## src/rtl/room_sequencer_if.sv

```systemverilog
// Room sequencer bus: exit events and stepper handshake toward the scene/video side.
interface room_sequencer_if;
  logic       exit_right;
  logic       exit_left;
  logic       underground;
  logic [7:0] map_in;
  logic       step;
  logic       dir;
  logic       load_seed;
  logic [7:0] seed_out;
  logic [7:0] room;
  logic [7:0] room_idx;
  logic       blank;
  logic       busy;
  logic       done;

  // Sequencer side
  modport master (
    input  exit_right, exit_left, underground, map_in,
    output step, dir, load_seed, seed_out, room, room_idx, blank, busy, done
  );

  // Environment side (player logic, LFSR stepper, video)
  modport slave (
    output exit_right, exit_left, underground, map_in,
    input  step, dir, load_seed, seed_out, room, room_idx, blank, busy, done
  );
endinterface

```

## src/rtl/room_sequencer.sv

```systemverilog
// Room sequencer: turns screen exits into map LFSR steps, blanks video while the
// stepper advances, and commits the new room byte and room index (mod 255).
module room_sequencer #(
  parameter logic [7:0]  START_SEED        = 8'hC4,
  parameter int unsigned UNDERGROUND_STEPS = 3,
  parameter int unsigned BLANK_CYCLES      = 16
) (
  input logic             clk,
  input logic             rst_n,
  room_sequencer_if.master bus
);

  localparam int unsigned CntW = $clog2(BLANK_CYCLES + 1);

  typedef enum logic [2:0] {
    StLoad, StSync, StIdle, StStep, StWait, StBlank, StCommit
  } state_e;

  state_e          state_q, state_d;
  logic [3:0]      steps_left_q, steps_left_d;
  logic [3:0]      n_steps_q, n_steps_d;
  logic [CntW-1:0] cnt_q, cnt_d;
  logic            dir_q, dir_d;
  logic [7:0]      room_q, room_d;
  logic [7:0]      idx_q, idx_d;
  logic [8:0]      idx_up, idx_dn;
  logic [7:0]      idx_next;

  // Index arithmetic modulo 255 using 9-bit intermediates; 255 is never produced.
  always_comb begin
    idx_up = {1'b0, idx_q} + {5'd0, n_steps_q};
    if (idx_up >= 9'd255) idx_up = idx_up - 9'd255;
    idx_dn = {1'b0, idx_q} - {5'd0, n_steps_q};
    if (idx_dn[8]) idx_dn = idx_dn + 9'd255;
    idx_next = dir_q ? idx_up[7:0] : idx_dn[7:0];
  end

  // Next-state logic for the transition sequence.
  always_comb begin
    state_d      = state_q;
    steps_left_d = steps_left_q;
    n_steps_d    = n_steps_q;
    cnt_d        = cnt_q;
    dir_d        = dir_q;
    room_d       = room_q;
    idx_d        = idx_q;
    unique case (state_q)
      StLoad: state_d = StSync;
      StSync: begin
        room_d  = bus.map_in;
        state_d = StIdle;
      end
      StIdle: begin
        // Simultaneous left/right exits are ambiguous and ignored.
        if (bus.exit_right ^ bus.exit_left) begin
          dir_d        = bus.exit_right;
          steps_left_d = bus.underground ? 4'(UNDERGROUND_STEPS) : 4'd1;
          n_steps_d    = bus.underground ? 4'(UNDERGROUND_STEPS) : 4'd1;
          state_d      = StStep;
        end
      end
      StStep: state_d = StWait;
      StWait: begin
        steps_left_d = steps_left_q - 4'd1;
        if (steps_left_q == 4'd1) begin
          cnt_d   = CntW'(BLANK_CYCLES);
          state_d = StBlank;
        end else begin
          state_d = StStep;
        end
      end
      StBlank: begin
        // Commit on the edge into COMMIT so the new room is visible alongside done.
        if (cnt_q == CntW'(1)) begin
          room_d  = bus.map_in;
          idx_d   = idx_next;
          state_d = StCommit;
        end else begin
          cnt_d = cnt_q - CntW'(1);
        end
      end
      StCommit: state_d = StIdle;
      default:  state_d = StLoad;
    endcase
  end

  // State and datapath registers; reset aborts any transition in flight.
  always_ff @(posedge clk or negedge rst_n) begin
    if (!rst_n) begin
      state_q      <= StLoad;
      steps_left_q <= 4'd0;
      n_steps_q    <= 4'd0;
      cnt_q        <= '0;
      dir_q        <= 1'b1;
      room_q       <= START_SEED;
      idx_q        <= 8'd0;
    end else begin
      state_q      <= state_d;
      steps_left_q <= steps_left_d;
      n_steps_q    <= n_steps_d;
      cnt_q        <= cnt_d;
      dir_q        <= dir_d;
      room_q       <= room_d;
      idx_q        <= idx_d;
    end
  end

  // Outputs decoded from state; load_seed is gated so it stays low while reset is held.
  always_comb begin
    bus.step      = (state_q == StStep);
    bus.load_seed = (state_q == StLoad) && rst_n;
    bus.done      = (state_q == StCommit);
    bus.blank     = (state_q != StIdle);
    bus.busy      = (state_q != StIdle);
    bus.dir       = dir_q;
    bus.seed_out  = START_SEED;
    bus.room      = room_q;
    bus.room_idx  = idx_q;
  end

endmodule

```

## src/flat_wrapper.sv

```systemverilog
// flat-port wrapper written by rule: the top's interface ports become plain ports
module room_sequencer_flat 
#(
  parameter logic [7:0]  START_SEED        = 8'hC4,
  parameter int unsigned UNDERGROUND_STEPS = 3,
  parameter int unsigned BLANK_CYCLES      = 16
)
  (clk, rst_n, bus_exit_right, bus_exit_left, bus_underground, bus_map_in, bus_step, bus_dir, bus_load_seed, bus_seed_out, bus_room, bus_room_idx, bus_blank, bus_busy, bus_done);
  room_sequencer_if bus_i ();
  input logic clk;
  input logic rst_n;
  input wire logic [$bits(bus_i.exit_right)-1:0] bus_exit_right;
  input wire logic [$bits(bus_i.exit_left)-1:0] bus_exit_left;
  input wire logic [$bits(bus_i.underground)-1:0] bus_underground;
  input wire logic [$bits(bus_i.map_in)-1:0] bus_map_in;
  output wire logic [$bits(bus_i.step)-1:0] bus_step;
  output wire logic [$bits(bus_i.dir)-1:0] bus_dir;
  output wire logic [$bits(bus_i.load_seed)-1:0] bus_load_seed;
  output wire logic [$bits(bus_i.seed_out)-1:0] bus_seed_out;
  output wire logic [$bits(bus_i.room)-1:0] bus_room;
  output wire logic [$bits(bus_i.room_idx)-1:0] bus_room_idx;
  output wire logic [$bits(bus_i.blank)-1:0] bus_blank;
  output wire logic [$bits(bus_i.busy)-1:0] bus_busy;
  output wire logic [$bits(bus_i.done)-1:0] bus_done;
  assign bus_i.exit_right = bus_exit_right;
  assign bus_i.exit_left = bus_exit_left;
  assign bus_i.underground = bus_underground;
  assign bus_i.map_in = bus_map_in;
  assign bus_step = bus_i.step;
  assign bus_dir = bus_i.dir;
  assign bus_load_seed = bus_i.load_seed;
  assign bus_seed_out = bus_i.seed_out;
  assign bus_room = bus_i.room;
  assign bus_room_idx = bus_i.room_idx;
  assign bus_blank = bus_i.blank;
  assign bus_busy = bus_i.busy;
  assign bus_done = bus_i.done;
  room_sequencer #(.START_SEED(START_SEED), .UNDERGROUND_STEPS(UNDERGROUND_STEPS), .BLANK_CYCLES(BLANK_CYCLES)) u_core (.clk(clk), .rst_n(rst_n), .bus(bus_i));
endmodule
```

## config.mk

```make
export PLATFORM = sky130hd
export DESIGN_NAME = room_sequencer_flat
export DESIGN_NICKNAME = d
export VERILOG_FILES = /design/src/rtl/room_sequencer_if.sv /design/src/rtl/room_sequencer.sv /design/src/flat_wrapper.sv
export SDC_FILE = /design/constraint.sdc
export NUM_CORES = 1
export LEC_CHECK = 0
export ABC_AREA = 1
export CORE_MARGIN = 8
export CORE_UTILIZATION = 53
export CTS_BUF_LIST = sky130_fd_sc_hd__clkbuf_8
export CTS_CLUSTER_DIAMETER = 30
export DETAILED_ROUTE_END_ITERATION = 8
export GPL_TIMING_DRIVEN = 0
export HOLD_SLACK_MARGIN = 0.05
export PLACE_DENSITY = 0.93
export SYNTH_ARGS = -nofsm -noshare
export SYNTH_HDL_FRONTEND = slang
export SYNTH_SLANG_ARGS = --single-unit
```

## constraint.sdc

```tcl
create_clock -name clk -period 2.3 [get_ports clk]
set_clock_uncertainty 0.05 [all_clocks]
set_input_delay 0.69 -clock clk [delete_from_list [all_inputs] [get_ports clk]]
set_output_delay 0.69 -clock clk [all_outputs]
set_load 0.01 [all_outputs]
```

* After elaboration in Yosys (flattened, before gate mapping) *
Cells that the tools add are included.

cells by class
  add/subtract/negate cells = 6
  $mul = 0
  divide/modulo/power cells = 0
  $lt $le $gt $ge = 1
  equality and inequality tests = 13
  shift-type cells = 0
  muxes and demuxes = 15
  bitwise operators = 1
  reduce and logical (&&, ||, !) cells = 12

operators by type and width
  operator             count
  $mux 8               4
  $pmux 3 s6           1
  $pmux 8 s2           1
  $mux 5               2
  $pmux 5 s2           1
  $reduce_and 2->1     5
  $add 8x4->9          1
  $eq 3x3->1 const B   3
  $ge 9x8->1 const B   1
  $mux 3               3
  $sub 8x4->9          1
  $add 8x8->8 const B  1
  $pmux 4 s2           1
  $sub 8x8->8 const B  1
  $eq 3x2->1 const B   2
  $ne 2x1->1 const B   3
  $reduce_bool 2->1    3
  $eq 5x1->1 const B   1
  $sub 5x1->5 const B  1
  $eq 4x1->1 const B   1
  $mux 4               1
  $sub 4x1->4 const B  1
  $eq 3x1->1 const B   1
  $logic_not 3->1      1
  7 further kinds      7

word-level totals
  flip-flop bits (word level) = 33
  latch bits = 0
  bits in writable memories = 0
  bits in read-only memories = 0
  input port bits = 13
  output and inout port bits = 30
  logic and storage cells = 55
  memories = 0

* Depth between registers and ports, before layout *
  depth in word-level cells = 4
  gate-level depth with buffers = 15
  mapped depth without buffers = 15

* Least setup slack after synthesis *
No wires, ideal clock.

  path type = reg-to-reg
  start = register u_core.idx_q[0] (netlist: u_core.bus.room_idx[0])
  end = register u_core.idx_q[1] (netlist: u_core.bus.room_idx[1])
  library setup time = 0.127 ns
  arrival = 1.969 ns
  data required time = 2.123 ns
  setup slack = 0.155 ns
  stages on the path, launching flop included = 13
  path buffers = 0
  period minus slack after synthesis = 2.145 ns
  path through = dfrtp_1 > ha_1 > fa_1 > ha_1 > inv_1 > nor2_1 > nand3_1 > nor2_1 > nand2_2 > nand4_1 > nand3_1 > nand2_1 > o21ai_0

between the ends
  longest elaborated chain between the ends = 4
  elaborated cells on any way between the ends = 8
  those cells by class = add/sub (4); order compare (1); mux (3)

RTL lines
  item                                               RTL line                                    text
  start: declaration                                 room_sequencer.sv:25                        logic [7:0] idx_q, idx_d;
  start signal: assignment                           room_sequencer.sv:104                       idx_q <= idx_d;
  $sub 8x4->9 / $add 8x4->9 (equally long branches)  room_sequencer.sv:33, room_sequencer.sv:31
  $add 8x8->8 (tied with other cells)                room_sequencer.sv:34                        if (idx_dn[8]) idx_dn = idx_dn + 9'd255;
  $mux 8, on equally long branches                   room_sequencer.sv:34, room_sequencer.sv:32
  $mux 8 (*)                                         room_sequencer.sv:35                        idx_next = dir_q ? idx_up[7:0] : idx_dn[7:0];

Mark *: on every way between the ends. The rest lies on a longest branch, timed or not.
A chain may end at the register's enable or synchronous reset.

* Worst setup path in the final report *
  start = register u_core.n_steps_q[0]
  end = register u_core.idx_q[2] (netlist: u_core.bus.room_idx[2])

between the ends
  longest elaborated chain between the ends = 4
  elaborated cells on any way between the ends = 8
  those cells by class = add/sub (4); order compare (1); mux (3)

RTL lines
  item                                               RTL line                                    text
  start: declaration                                 room_sequencer.sv:21                        logic [3:0] n_steps_q, n_steps_d;
  start signal: assignment                           room_sequencer.sv:100                       n_steps_q <= n_steps_d;
  $sub 8x4->9 / $add 8x4->9 (equally long branches)  room_sequencer.sv:33, room_sequencer.sv:31
  $add 8x8->8 (tied with other cells)                room_sequencer.sv:34
  $mux 8, on equally long branches                   room_sequencer.sv:34, room_sequencer.sv:32
  $mux 8 (*)                                         room_sequencer.sv:35

Marks and branches as above.

==> metrics.md <==
| Metric | Value |
|---|---|
| Max FO, Critical Path | 5 |
| EDFF count, synth | 0 |
| Largest family of logic cells by synthesized area | simple AND/OR/NAND/NOR gates |
| Crit Path Class | reg -> reg |
| I/O Buffers | 34 |
| Critical path capture point type | flop |
| RSZ-0062 raised after global routing | yes |
| Crit path DAT | 2500 ps |
| Die width | 78.7 um |
| Synth Area in XOR/XNOR | 0.0126 |
| Slew Viols, Final | 0 |
| Clock power frac | 0.126 |
| CTS Buf Count | 5 |
| Worst r2r dst | u_core.bus.room_idx[2]$_DFFE_PN0P_ |
| Number of distinct library cells after synthesis | 30 |
| Top cells by count, synth | 53 x nand2_1, 40 x inv_1, 29 x nor2_1 |
| H-tree depth | 2 |
| Final setup TNS | -163 ps |
| Final Hold Vio Count | 0 |
| Reg2reg start | u_core.n_steps_q[0]$_DFFE_PN0P_ |
| Synth area leaders | dfrtp_1 32%, nand2_1 9.5%, inv_1 7.2% |
| Iter 0 DRT Violations | 155 |
| DR pass1 iterations | 4 |
| Core box area | 3880 um2 |
| Gr ovfl total | 0 |
| Clock buffer depth | 2 |
| Mapped Area | 2090 um2 |
| Setup violators final | 4 |
| Hpwl dp | 3760 um |
| Worst IR Drop VDD | 0.000657 V |
| Post-Synth Simple-Gate Area | 0.272 |
| Critical path, cell by cell | ha_2 > fa_2 > inv_2 > nor2_1 > nand3_1 > nor2_1 > nand2_1 > nor2_1 > nand2_2 > nand4_1 > nand3_1 > nand2_1 > o21ai_1 |
| Post-route ant nets | 0 |
| # IOs | 43 |
| Largest area contributor in the netlist | dfrtp_1 |
| Mux share of post-synthesis cell area | 0.0432 |
| Synth warn | 0 |
| Area fraction in compound gates after synthesis | 0.0972 |
| Nets | 350 |
| Die Area | 6200 um2 |
| Routed len/inst | 15.0 um |
| Fraction of registers with async set or reset after synthesis | 1.00 |
| DR vias | 2034 |
| Post-route minimum period | 2380 ps |
| Area Overhead vs Synth | 29.6% |
| Clock root cell | clkbuf_8 |
| Reg power frac | 0.309 |
| Buf/Inv on CP | 1 |
| Tcrit/Tclk final | 1.03 |
| Vias in the first global route | 1963 |
| First-pass GRT wire length | 8950 um |
| Cells after Synth | 272 |
| CP dominant cell by count | nor2_1 |
| Pint | 0.00182 W |
| Crit path required time | 2420 ps |
| Ant. Diodes | 0 |
| Pwr Total | 0.00319 W |
| Mapped Avg Cell Area | 7.67 um2 |
| Startpoint types | flop |
| Most common cell in the netlist | nand2_1 |
| Adder-cell area share of the yosys netlist | 0.0792 |
| CP max-delay cell | fa_2 |
| Synth top area share | 0.324 |
| Vias per inst | 5.41 |
| HP Class | in -> async |
| CTS tree | built |
| Combinational Power Share | 0.566 |
| Worst reg2reg path depth | 13 |
| Overall routing resource usage | 0.178 |
| FF+latch count, synth | 31 |
| Sw Ratio | 0.428 |
| Initial antenna violation count | 0 |
| Largest net degree at the start of global routing | 33 |
| Family with the most delay on the worst path | simple AND/OR/NAND/NOR gates |
| Failing checks | setup timing |
| PwrDens | 1180 nW/um2 |
| Crit-path max cell delay | 590 ps |
| GP Congestion | 0.902 |
| Switch Pwr | 0.00137 W |
| CTS Sinks | 31 |
| Reg2reg setup slack | -80 ps |
| F_max | 421 MHz |
| Max_cap viols | 0 |
| Starting Density | 0.537 |
| Final Routed Wirelength | 5630 um |
| Insertion delay of the later-clocked pin in the worst-skew pair | 280 ps |
| Remaining DRCs | 0 |
| Predominant post-synthesis flop cell | dfrtp_1 |
| Proportion of layout cells with a drive suffix above 1 | 0.193 |
| Status | complete, but fails checks |
| Clock transition at the registers of the reported paths | 60 ps |
| # rows | 23 |
| Leak | 1.31 nW |
| Post-synthesis sequential area ratio | 0.374 |
| Post-route setup slack | -75.9 ps |
| Die Y | 78.7 um |
layout make-up:
cell class | count | area [um2]
plain buffers | 13 | 96.3
clock buffers | 5 | 68.8
clock inverters | 3 | 12.5
fillers | 296 | 1180
inverters | 40 | 150
multi-input cells | 194 | 1130
flip-flops and latches | 31 | 782
well taps | 50 | 62.6
repair buffers | 40 | 405
placed cells by master, fill, tap and decap left out, drive strengths merged, types with 5 or more instances in the layout:
cell type,netlist,final
a31oi,5,5
dfrtp,27,27
nor2,31,31
clkbuf,0,5
mux2,8,8
clkdlybuf4s50,0,29
a21oi,8,8
nand2,58,58
inv,40,42
nand4,9,9
ha,10,10
o21ai,15,15
nand3,25,25
buf,13,20
conb,2,8
how the worst max path moves through the flow:
stage | endpoint | slack [ps] | cells past startpoint | startpoint
global placement | bus_load_seed | -1450 | 4 | rst_n
detailed placement | bus_load_seed | -500 | 4 | rst_n
finish | u_core.bus.room_idx[2]$_DFFE_PN0P_ | -80 | 13 | u_core.n_steps_q[0]$_DFFE_PN0P_
CTS | u_core.bus.room_idx[1]$_DFFE_PN0P_ | -20 | 13 | u_core.bus.room_idx[0]$_DFFE_PN0P_
global route | u_core.bus.room_idx[2]$_DFFE_PN0P_ | -190 | 13 | u_core.bus.room_idx[0]$_DFFE_PN0P_
floorplan | u_core.bus.room_idx[1]$_DFFE_PN0P_ | 150 | 12 | u_core.bus.room_idx[0]$_DFFE_PN0P_
per-layer routing:
metal | track usage | wire length [um] | vias to the layer above
li1 | - | - | 972
met1 | 0.205 | 2220 | 963
met2 | 0.297 | 2850 | 78
met3 | 0.0497 | 364 | 21
met4 | 0.0852 | 193 | 0
met5 | 0 | 0 | -
kinds of logic after synthesis:
kind of cell,after synthesis
compound gates,35
xor+xnor,3
fa+ha+maj,12
buf+inv,53
flops,31
mux,8
other cells,2
simple gates,128
worst reg2reg max path, delay by kind of cell, from the launching register on:
kind                       cells  cell delay, ps
DFF                            1             410
buffers and inverters          1              40
AOI/OAI and AO/OA              1              50
adders and majority gates      2             800
and+or+nand+nor                9             920
power by group through the flow:
stage | Clock [W] | Combinational, W | Sequential (W)
2_1_floorplan | 0 | 0.000997 | 0.00100
3_3_place_gp | 0 | 0.00155 | 0.000966
3_5_place_dp | 0 | 0.00161 | 0.000982
4_1_cts | 0.000408 | 0.00171 | 0.000976
5_1_grt | 0.000438 | 0.00200 | 0.00102
6_report | 0.000400 | 0.00180 | 0.000984
state kept, by name, summed over array words and instances (netlist names):
signal               count
u_core.bus.dir           1
u_core.bus.room          8
u_core.bus.room_idx      8
u_core.cnt_q             5
u_core.n_steps_q         2
u_core.state_q           3
u_core.steps_left_q      4
repair_timing:
action	CTS	global route
hold buffers	0	0
gates resized for setup	17	8
setup buffers	6	0
setup endpoints to repair	6	10
pin swaps	7	3
stage by stage:
| step | util | instance area, um2 | worst slack (ps) | cells | hold WS [ps] |
|---|---|---|---|---|---|
| 2_1_floorplan | - | 2110 | 155 | 278 | 344 |
| 3_3_place_gp | 0.646 | 2510 | -1450 | 362 | 437 |
| 3_5_place_dp | 0.645 | 2510 | -499 | 362 | 447 |
| 4_1_cts | 0.688 | 2670 | -23.4 | 376 | 177 |
| 5_1_grt | 0.696 | 2700 | -195 | 376 | 179 |
| 6_report | 0.696 | 2700 | -75.9 | 376 | 176 |
Power figures use the tool's default switching activity.
